===== src/rtl/mmio_pkg.sv =====
// Shared types and default I/O addresses for the MMIO bridge.
// Address constants are 64 bits wide so any ADDR_W can take its low slice.
package mmio_pkg;
  typedef enum logic [1:0] {
    IDLE = 2'd0,
    MEM  = 2'd1,
    ACK  = 2'd2
  } mmio_state_e;

  localparam logic [63:0] MMIO_SW_ADDR  = '1;
  localparam logic [63:0] MMIO_LED_ADDR = MMIO_SW_ADDR - 64'd1;
endpackage


===== src/rtl/mmio_bridge_if.sv =====
// CPU request/ack and SRAM strobe bus for the MMIO bridge.
// The bridge uses slave; the CPU/memory side uses master.
interface mmio_bridge_if #(
  parameter int DATA_W = 16,
  parameter int ADDR_W = 16
);
  logic              cpu_req;
  logic              cpu_we;
  logic [ADDR_W-1:0] cpu_addr;
  logic [DATA_W-1:0] cpu_wdata;
  logic [DATA_W-1:0] cpu_rdata;
  logic              cpu_ack;
  logic              mem_ce_n;
  logic              mem_oe_n;
  logic              mem_we_n;
  logic [ADDR_W-1:0] mem_addr;
  logic [DATA_W-1:0] mem_wdata;
  logic [DATA_W-1:0] mem_rdata;

  modport slave (
    input  cpu_req, cpu_we, cpu_addr, cpu_wdata, mem_rdata,
    output cpu_rdata, cpu_ack, mem_ce_n, mem_oe_n, mem_we_n, mem_addr, mem_wdata
  );
  modport master (
    output cpu_req, cpu_we, cpu_addr, cpu_wdata, mem_rdata,
    input  cpu_rdata, cpu_ack, mem_ce_n, mem_oe_n, mem_we_n, mem_addr, mem_wdata
  );
endinterface


===== src/rtl/sync2.sv =====
// Two-flop synchroniser for asynchronous inputs.
module sync2 #(
  parameter int WIDTH = 1
) (
  input  logic             clk,
  input  logic             rst_n,
  input  logic [WIDTH-1:0] d,
  output logic [WIDTH-1:0] q
);
  logic [WIDTH-1:0] meta;

  always_ff @(posedge clk or negedge rst_n) begin
    if (!rst_n) begin
      meta <= '0;
      q    <= '0;
    end else begin
      meta <= d;
      q    <= meta;
    end
  end
endmodule


===== src/rtl/mmio_bridge.sv =====
// CPU-to-SRAM bridge with switch/hex/LED registers decoded at fixed addresses.
// I/O accesses complete in one cycle; SRAM accesses hold strobes WAIT_STATES+1 cycles.
module mmio_bridge
  import mmio_pkg::*;
#(
  parameter int DATA_W      = 16,
  parameter int ADDR_W      = 16,
  parameter int NUM_HEX     = 4,
  parameter int LED_W       = 12,
  parameter int WAIT_STATES = 1,
  parameter logic [ADDR_W-1:0] SW_ADDR  = MMIO_SW_ADDR[ADDR_W-1:0],
  parameter logic [ADDR_W-1:0] HEX_ADDR = MMIO_SW_ADDR[ADDR_W-1:0],
  parameter logic [ADDR_W-1:0] LED_ADDR = MMIO_LED_ADDR[ADDR_W-1:0]
) (
  input  logic                 clk,
  input  logic                 rst_n,
  mmio_bridge_if.slave         bus,
  input  logic [DATA_W-1:0]    switches,
  output logic [4*NUM_HEX-1:0] hex_out,
  output logic [LED_W-1:0]     led
);
  localparam int HEX_W = 4 * NUM_HEX;
  localparam int CNT_W = $clog2(WAIT_STATES + 2);
  localparam logic [1:0] S_IDLE = IDLE;
  localparam logic [1:0] S_MEM  = MEM;
  localparam logic [1:0] S_ACK  = ACK;

  logic [1:0]        state;
  logic [CNT_W-1:0]  wait_cnt;
  logic              we_q;
  logic [ADDR_W-1:0] addr_q;
  logic [DATA_W-1:0] wdata_q;
  logic [DATA_W-1:0] sw_sync;
  logic              hit_sw, hit_hex, hit_led;
  logic [DATA_W-1:0] io_rdata;

  sync2 #(.WIDTH(DATA_W)) u_sw_sync (
    .clk   (clk),
    .rst_n (rst_n),
    .d     (switches),
    .q     (sw_sync)
  );

  // Decode uses the live address: it only matters in the IDLE sampling cycle.
  assign hit_sw  = (bus.cpu_addr == SW_ADDR);
  assign hit_hex = (bus.cpu_addr == HEX_ADDR);
  assign hit_led = (bus.cpu_addr == LED_ADDR);

  // Switches win reads on a shared address; hex wins writes.
  always_comb begin
    io_rdata = '0;
    if (hit_sw)       io_rdata = sw_sync;
    else if (hit_hex) io_rdata = DATA_W'(hex_out);
    else if (hit_led) io_rdata = DATA_W'(led);
  end

  always_ff @(posedge clk or negedge rst_n) begin
    if (!rst_n) begin
      state         <= S_IDLE;
      wait_cnt      <= '0;
      we_q          <= 1'b0;
      addr_q        <= '0;
      wdata_q       <= '0;
      bus.cpu_rdata <= '0;
      hex_out       <= '0;
      led           <= '0;
    end else begin
      case (state)
        S_IDLE: if (bus.cpu_req) begin
          we_q    <= bus.cpu_we;
          addr_q  <= bus.cpu_addr;
          wdata_q <= bus.cpu_wdata;
          if (hit_sw || hit_hex || hit_led) begin
            state <= S_ACK;
            if (bus.cpu_we) begin
              if (hit_hex)      hex_out <= bus.cpu_wdata[HEX_W-1:0];
              else if (hit_led) led     <= bus.cpu_wdata[LED_W-1:0];
            end else begin
              bus.cpu_rdata <= io_rdata;
            end
          end else begin
            state    <= S_MEM;
            wait_cnt <= CNT_W'(WAIT_STATES);
          end
        end
        S_MEM: begin
          if (wait_cnt == '0) begin
            if (!we_q) bus.cpu_rdata <= bus.mem_rdata;
            state <= S_ACK;
          end else begin
            wait_cnt <= wait_cnt - CNT_W'(1);
          end
        end
        S_ACK:   state <= S_IDLE;
        default: state <= S_IDLE;
      endcase
    end
  end

  assign bus.cpu_ack   = (state == S_ACK);
  assign bus.mem_ce_n  = (state != S_MEM);
  assign bus.mem_oe_n  = !((state == S_MEM) && !we_q);
  assign bus.mem_we_n  = !((state == S_MEM) && we_q);
  assign bus.mem_addr  = addr_q;
  assign bus.mem_wdata = wdata_q;
endmodule


===== src/flat_wrapper.sv =====
// flat-port wrapper written by rule: the top's interface ports become plain ports
module mmio_bridge_flat import mmio_pkg::*;
#(
  parameter int DATA_W      = 16,
  parameter int ADDR_W      = 16,
  parameter int NUM_HEX     = 4,
  parameter int LED_W       = 12,
  parameter int WAIT_STATES = 1,
  parameter logic [ADDR_W-1:0] SW_ADDR  = MMIO_SW_ADDR[ADDR_W-1:0],
  parameter logic [ADDR_W-1:0] HEX_ADDR = MMIO_SW_ADDR[ADDR_W-1:0],
  parameter logic [ADDR_W-1:0] LED_ADDR = MMIO_LED_ADDR[ADDR_W-1:0]
)
  (clk, rst_n, switches, hex_out, led, bus_cpu_req, bus_cpu_we, bus_cpu_addr, bus_cpu_wdata, bus_mem_rdata, bus_cpu_rdata, bus_cpu_ack, bus_mem_ce_n, bus_mem_oe_n, bus_mem_we_n, bus_mem_addr, bus_mem_wdata);
  mmio_bridge_if #(.DATA_W(DATA_W), .ADDR_W(ADDR_W)) bus_i ();
  input  logic clk;
  input  logic rst_n;
  input  logic [DATA_W-1:0] switches;
  output logic [4*NUM_HEX-1:0] hex_out;
  output logic [LED_W-1:0] led;
  input wire logic [$bits(bus_i.cpu_req)-1:0] bus_cpu_req;
  input wire logic [$bits(bus_i.cpu_we)-1:0] bus_cpu_we;
  input wire logic [$bits(bus_i.cpu_addr)-1:0] bus_cpu_addr;
  input wire logic [$bits(bus_i.cpu_wdata)-1:0] bus_cpu_wdata;
  input wire logic [$bits(bus_i.mem_rdata)-1:0] bus_mem_rdata;
  output wire logic [$bits(bus_i.cpu_rdata)-1:0] bus_cpu_rdata;
  output wire logic [$bits(bus_i.cpu_ack)-1:0] bus_cpu_ack;
  output wire logic [$bits(bus_i.mem_ce_n)-1:0] bus_mem_ce_n;
  output wire logic [$bits(bus_i.mem_oe_n)-1:0] bus_mem_oe_n;
  output wire logic [$bits(bus_i.mem_we_n)-1:0] bus_mem_we_n;
  output wire logic [$bits(bus_i.mem_addr)-1:0] bus_mem_addr;
  output wire logic [$bits(bus_i.mem_wdata)-1:0] bus_mem_wdata;
  assign bus_i.cpu_req = bus_cpu_req;
  assign bus_i.cpu_we = bus_cpu_we;
  assign bus_i.cpu_addr = bus_cpu_addr;
  assign bus_i.cpu_wdata = bus_cpu_wdata;
  assign bus_i.mem_rdata = bus_mem_rdata;
  assign bus_cpu_rdata = bus_i.cpu_rdata;
  assign bus_cpu_ack = bus_i.cpu_ack;
  assign bus_mem_ce_n = bus_i.mem_ce_n;
  assign bus_mem_oe_n = bus_i.mem_oe_n;
  assign bus_mem_we_n = bus_i.mem_we_n;
  assign bus_mem_addr = bus_i.mem_addr;
  assign bus_mem_wdata = bus_i.mem_wdata;
  mmio_bridge #(.DATA_W(DATA_W), .ADDR_W(ADDR_W), .NUM_HEX(NUM_HEX), .LED_W(LED_W), .WAIT_STATES(WAIT_STATES), .SW_ADDR(SW_ADDR), .HEX_ADDR(HEX_ADDR), .LED_ADDR(LED_ADDR)) u_core (.clk(clk), .rst_n(rst_n), .bus(bus_i), .switches(switches), .hex_out(hex_out), .led(led));
endmodule

===== config.mk =====
export PLATFORM = sky130hd
export DESIGN_NAME = mmio_bridge_flat
export DESIGN_NICKNAME = d
export VERILOG_FILES = /design/src/rtl/mmio_pkg.sv /design/src/rtl/mmio_bridge_if.sv /design/src/rtl/sync2.sv /design/src/rtl/mmio_bridge.sv /design/src/flat_wrapper.sv
export SDC_FILE = /design/constraint.sdc
export NUM_CORES = 1
export LEC_CHECK = 0
export BUFFER_PORTS_ARGS = -buffer_cell sky130_fd_sc_hd__buf_2
export CAP_MARGIN = 20
export CORE_AREA = 8 8 113 115
export DETAILED_ROUTE_END_ITERATION = 16
export DIE_AREA = 0 0 121 123
export HOLD_SLACK_MARGIN = 0.03
export PLACE_DENSITY = 0.73
export SYNTH_ARGS = -nofsm -noshare
export SYNTH_HDL_FRONTEND = slang
export SYNTH_HIERARCHICAL = 1
export SYNTH_SLANG_ARGS = --single-unit

===== constraint.sdc =====
create_clock -name clk -period 3.51 [get_ports clk]
set_clock_uncertainty 0.1 [all_clocks]
set_input_delay 0.351 -clock clk [delete_from_list [all_inputs] [get_ports clk]]
set_output_delay 0.351 -clock clk [all_outputs]
set_load 0.05 [all_outputs]

==> impl_metrics.tcl <==
set metrics [dict create \
    status "finished, final reports clean" \
    synthMuxAreaShare 0.229 \
    critical_path_class "flop to primary output" \
    crit_buf_inv 3 \
    row_count 39 \
    worstPathRequired_ps 3060 \
    drc 0 \
    synthFlopType "dfrtp_1" \
    n_antenna_cell 0 \
    io_pins 148 \
    cts_setup_buffers 0 \
    die_area_sq_um 14900 \
    drv_slew 0 \
    yosysWarnings 6 \
    hp-class "primary input to flop" \
    path_delay_family "buffers and inverters" \
    hpwl_um 7930 \
    place.gp.congestion 0.773 \
    seq_area_frac_synth 0.663 \
    die_w_um 121 \
    cp.arrival_ps 1860 \
    peakVddDrop_v 0.000448 \
    cts_resized 0 \
    synthXorXnorAreaFrac 0 \
    grt_usage 0.151 \
    design.core.area_sq_um 11100 \
    hold_violations 0 \
    path_cells "nor2b_2 > buf_4 > clkinv_1 > buf_2" \
    grt_pass1_vias 3264 \
    clock_latency_ps 410 \
    placed_cells 565 \
    cts_made_buffers 17 \
    synth.net_count 353 \
    drt_iter0_drc 132 \
    num_vias 2887 \
    power.leakage_nw 2.97 \
    netlist_instances 284 \
    period_share 0.658 \
    root_buffer "clkbuf_16" \
    cp_slowest_stage_delay_ps 420 \
    worstSetupEndpointType "primary output" \
    antenna_found_initial 0 \
    rsz0062_at_grt "no" \
    postCtsHoldBufs 17 \
    fin_setup_tns_ps 0 \
    ys_ff_latch 113 \
    cts_tree "yes" \
    syn_avg_cell_area_sq_um 15.0 \
    layout-drive-gt1-share 0.537 \
    viasPerCell 4.70 \
    nFillCells 947 \
    critPathMaxFanout 32 \
    cp-start-kind "flop" \
    netlist_area_sq_um 4270 \
    worst_slew_pin_slew_ps 807 \
    path_clk_slew_ps 50 \
    synth_fa_ha_area_frac 0.00293 \
    wirelength_um 10800 \
    die_h_um 123 \
    portBuffers 147 \
    grt_pass1_wl_um 17100 \
    synth_compound_area_frac 0.0372 \
    initial_core_util 0.385 \
    power_density_nw_per_um2 935 \
    synth_top_family_by_area "multiplexers" \
    total_power_mw 5.51 \
    grt-ovfl-total 0 \
    finalSetupViolCount 0 \
    synth_async_sr_flop_share 1.00 \
    finalNetCount 527 \
    clockBufferDepth 2 \
    cpMaxStageDelayCell "dfrtp_1" \
    yosys.area_share.simple 0.0487 \
    cts.sinks 113 \
    ant_nets 0 \
    relSlewSlack 0.457 \
    synth.distinct_cells 31 \
    area_delta_synth_final_pct 38.1 \
    max_freq_mhz 433 \
    avgRoutedWirePerCell_um 17.6 \
    final_cells 614 \
    period_needed_ps 2310 \
    first_pass_iters 4 \
    htreeDepth 4 \
    grt_max_degree 51 \
    drv_cap 0 \
    synth_edf_count 0 \
]
where the power goes:
group          total, mW  internal [mW]  switching (mW)
Combinational       2.16          0.604            1.55
Sequential          1.78           1.62           0.162
Clock               1.57          0.986           0.583
Total               5.51           3.21            2.30
cell type report:
type | instances | area (sq um) | area share
Sequential cell | 113 | 2830 | 0.480
Multi-Input combinational cell | 153 | 1360 | 0.231
Timing Repair Buffer | 170 | 953 | 0.162
Clock buffer | 19 | 443 | 0.0752
Tap cell | 143 | 179 | 0.0304
Clock inverter | 13 | 115 | 0.0195
Inverter | 3 | 11.3 | 0.00191
kinds of logic (layout without fill, tap and decap cells):
group,after synthesis,after routing
multiplexers,88,88
buffers and inverters,18,205
AND/OR/NAND/NOR,41,41
flip-flops,113,113
AO/OA/AOI/OAI,23,23
adder cells (fa/ha/maj),1,1
path summary, 6_finish.rpt:
path / from / to / slack (ps) / cells past startpoint
max: u_core/state[0] / bus_mem_ce_n / 1200 / 4
min: bus_cpu_wdata[14] / u_core/hex_out[14] / 100 / 2
max reg2reg: u_core/state[0] / u_core/bus.cpu_rdata[4] / 1320 / 5
min reg2reg: u_core/u_sw_sync/meta[7] / u_core/u_sw_sync/q[7] / 250 / 0
max in group asynchronous: rst_n / u_core/u_sw_sync/q[14] / 1970 / 3
min in group asynchronous: rst_n / u_core/bus.mem_addr[1] / 410 / 2
state kept, by name, indices dropped and copies added (netlist names):
register,count
u_core/u_sw_sync/q,16
u_core/state,2
u_core/bus.cpu_rdata,16
u_core/u_sw_sync/meta,16
u_core/bus.mem_addr,16
u_core/hex_out,16
u_core/we_q,1
u_core/wait_cnt,2
u_core/bus.mem_wdata,16
u_core/led,12
cell usage in the layout, fill, tap and decap left out, drive strengths merged, types with 2 or more instances in the layout:
master,n
nor3b,2
dlygate4sd3,17
buf,153
nand4,3
mux2i,12
clkinv,6
nor2,2
o21ai,5
o31ai,12
clkinvlp,7
nand3b,2
inv,2
nor2b,2
mux2,76
nand3,6
dfrtp,113
clkbuf,19
nand2,19
synth_stat cells, types with 2 or more instances:
master    number  area [sq um]
mux2_2        66           743
dfrtp_1      113          2830
nand3b_1       2          15.0
mux2i_1       12           120
o21ai_0        5          25.0
nor2b_1        2          12.5
nand2_1       19          71.3
nand4_1        3          18.8
o31ai_1       12          90.1
nor2_1         2          7.51
mux2_1        10           113
buf_6          2          22.5
buf_2          2          10.0
nand3_1        6          30.0
inv_1          2          7.51
clkbuf_1      11          41.3
stage by stage:
stage          worst slack, ps  instance area (sq um)  utilization  hold slack [ps]
2_1_floorplan             1350                   4270            -            -44.6
3_3_place_gp               884                   5160        0.466              231
3_5_place_dp               801                   5160        0.466              235
4_1_cts                   1170                   5890        0.532             77.9
5_1_grt                   1010                   5890        0.532             83.5
6_report                  1200                   5890        0.532             95.4
per-layer routing:
metal / up-vias / routed length (um) / GRT usage
li1: 1364 / - / -
met1: 1420 / 4480 / 0.176
met2: 90 / 5480 / 0.248
met3: 13 / 660 / 0.0548
met4: 0 / 163 / 0.0648
met5: - / 0 / 0
Power figures use the tool's default switching activity.
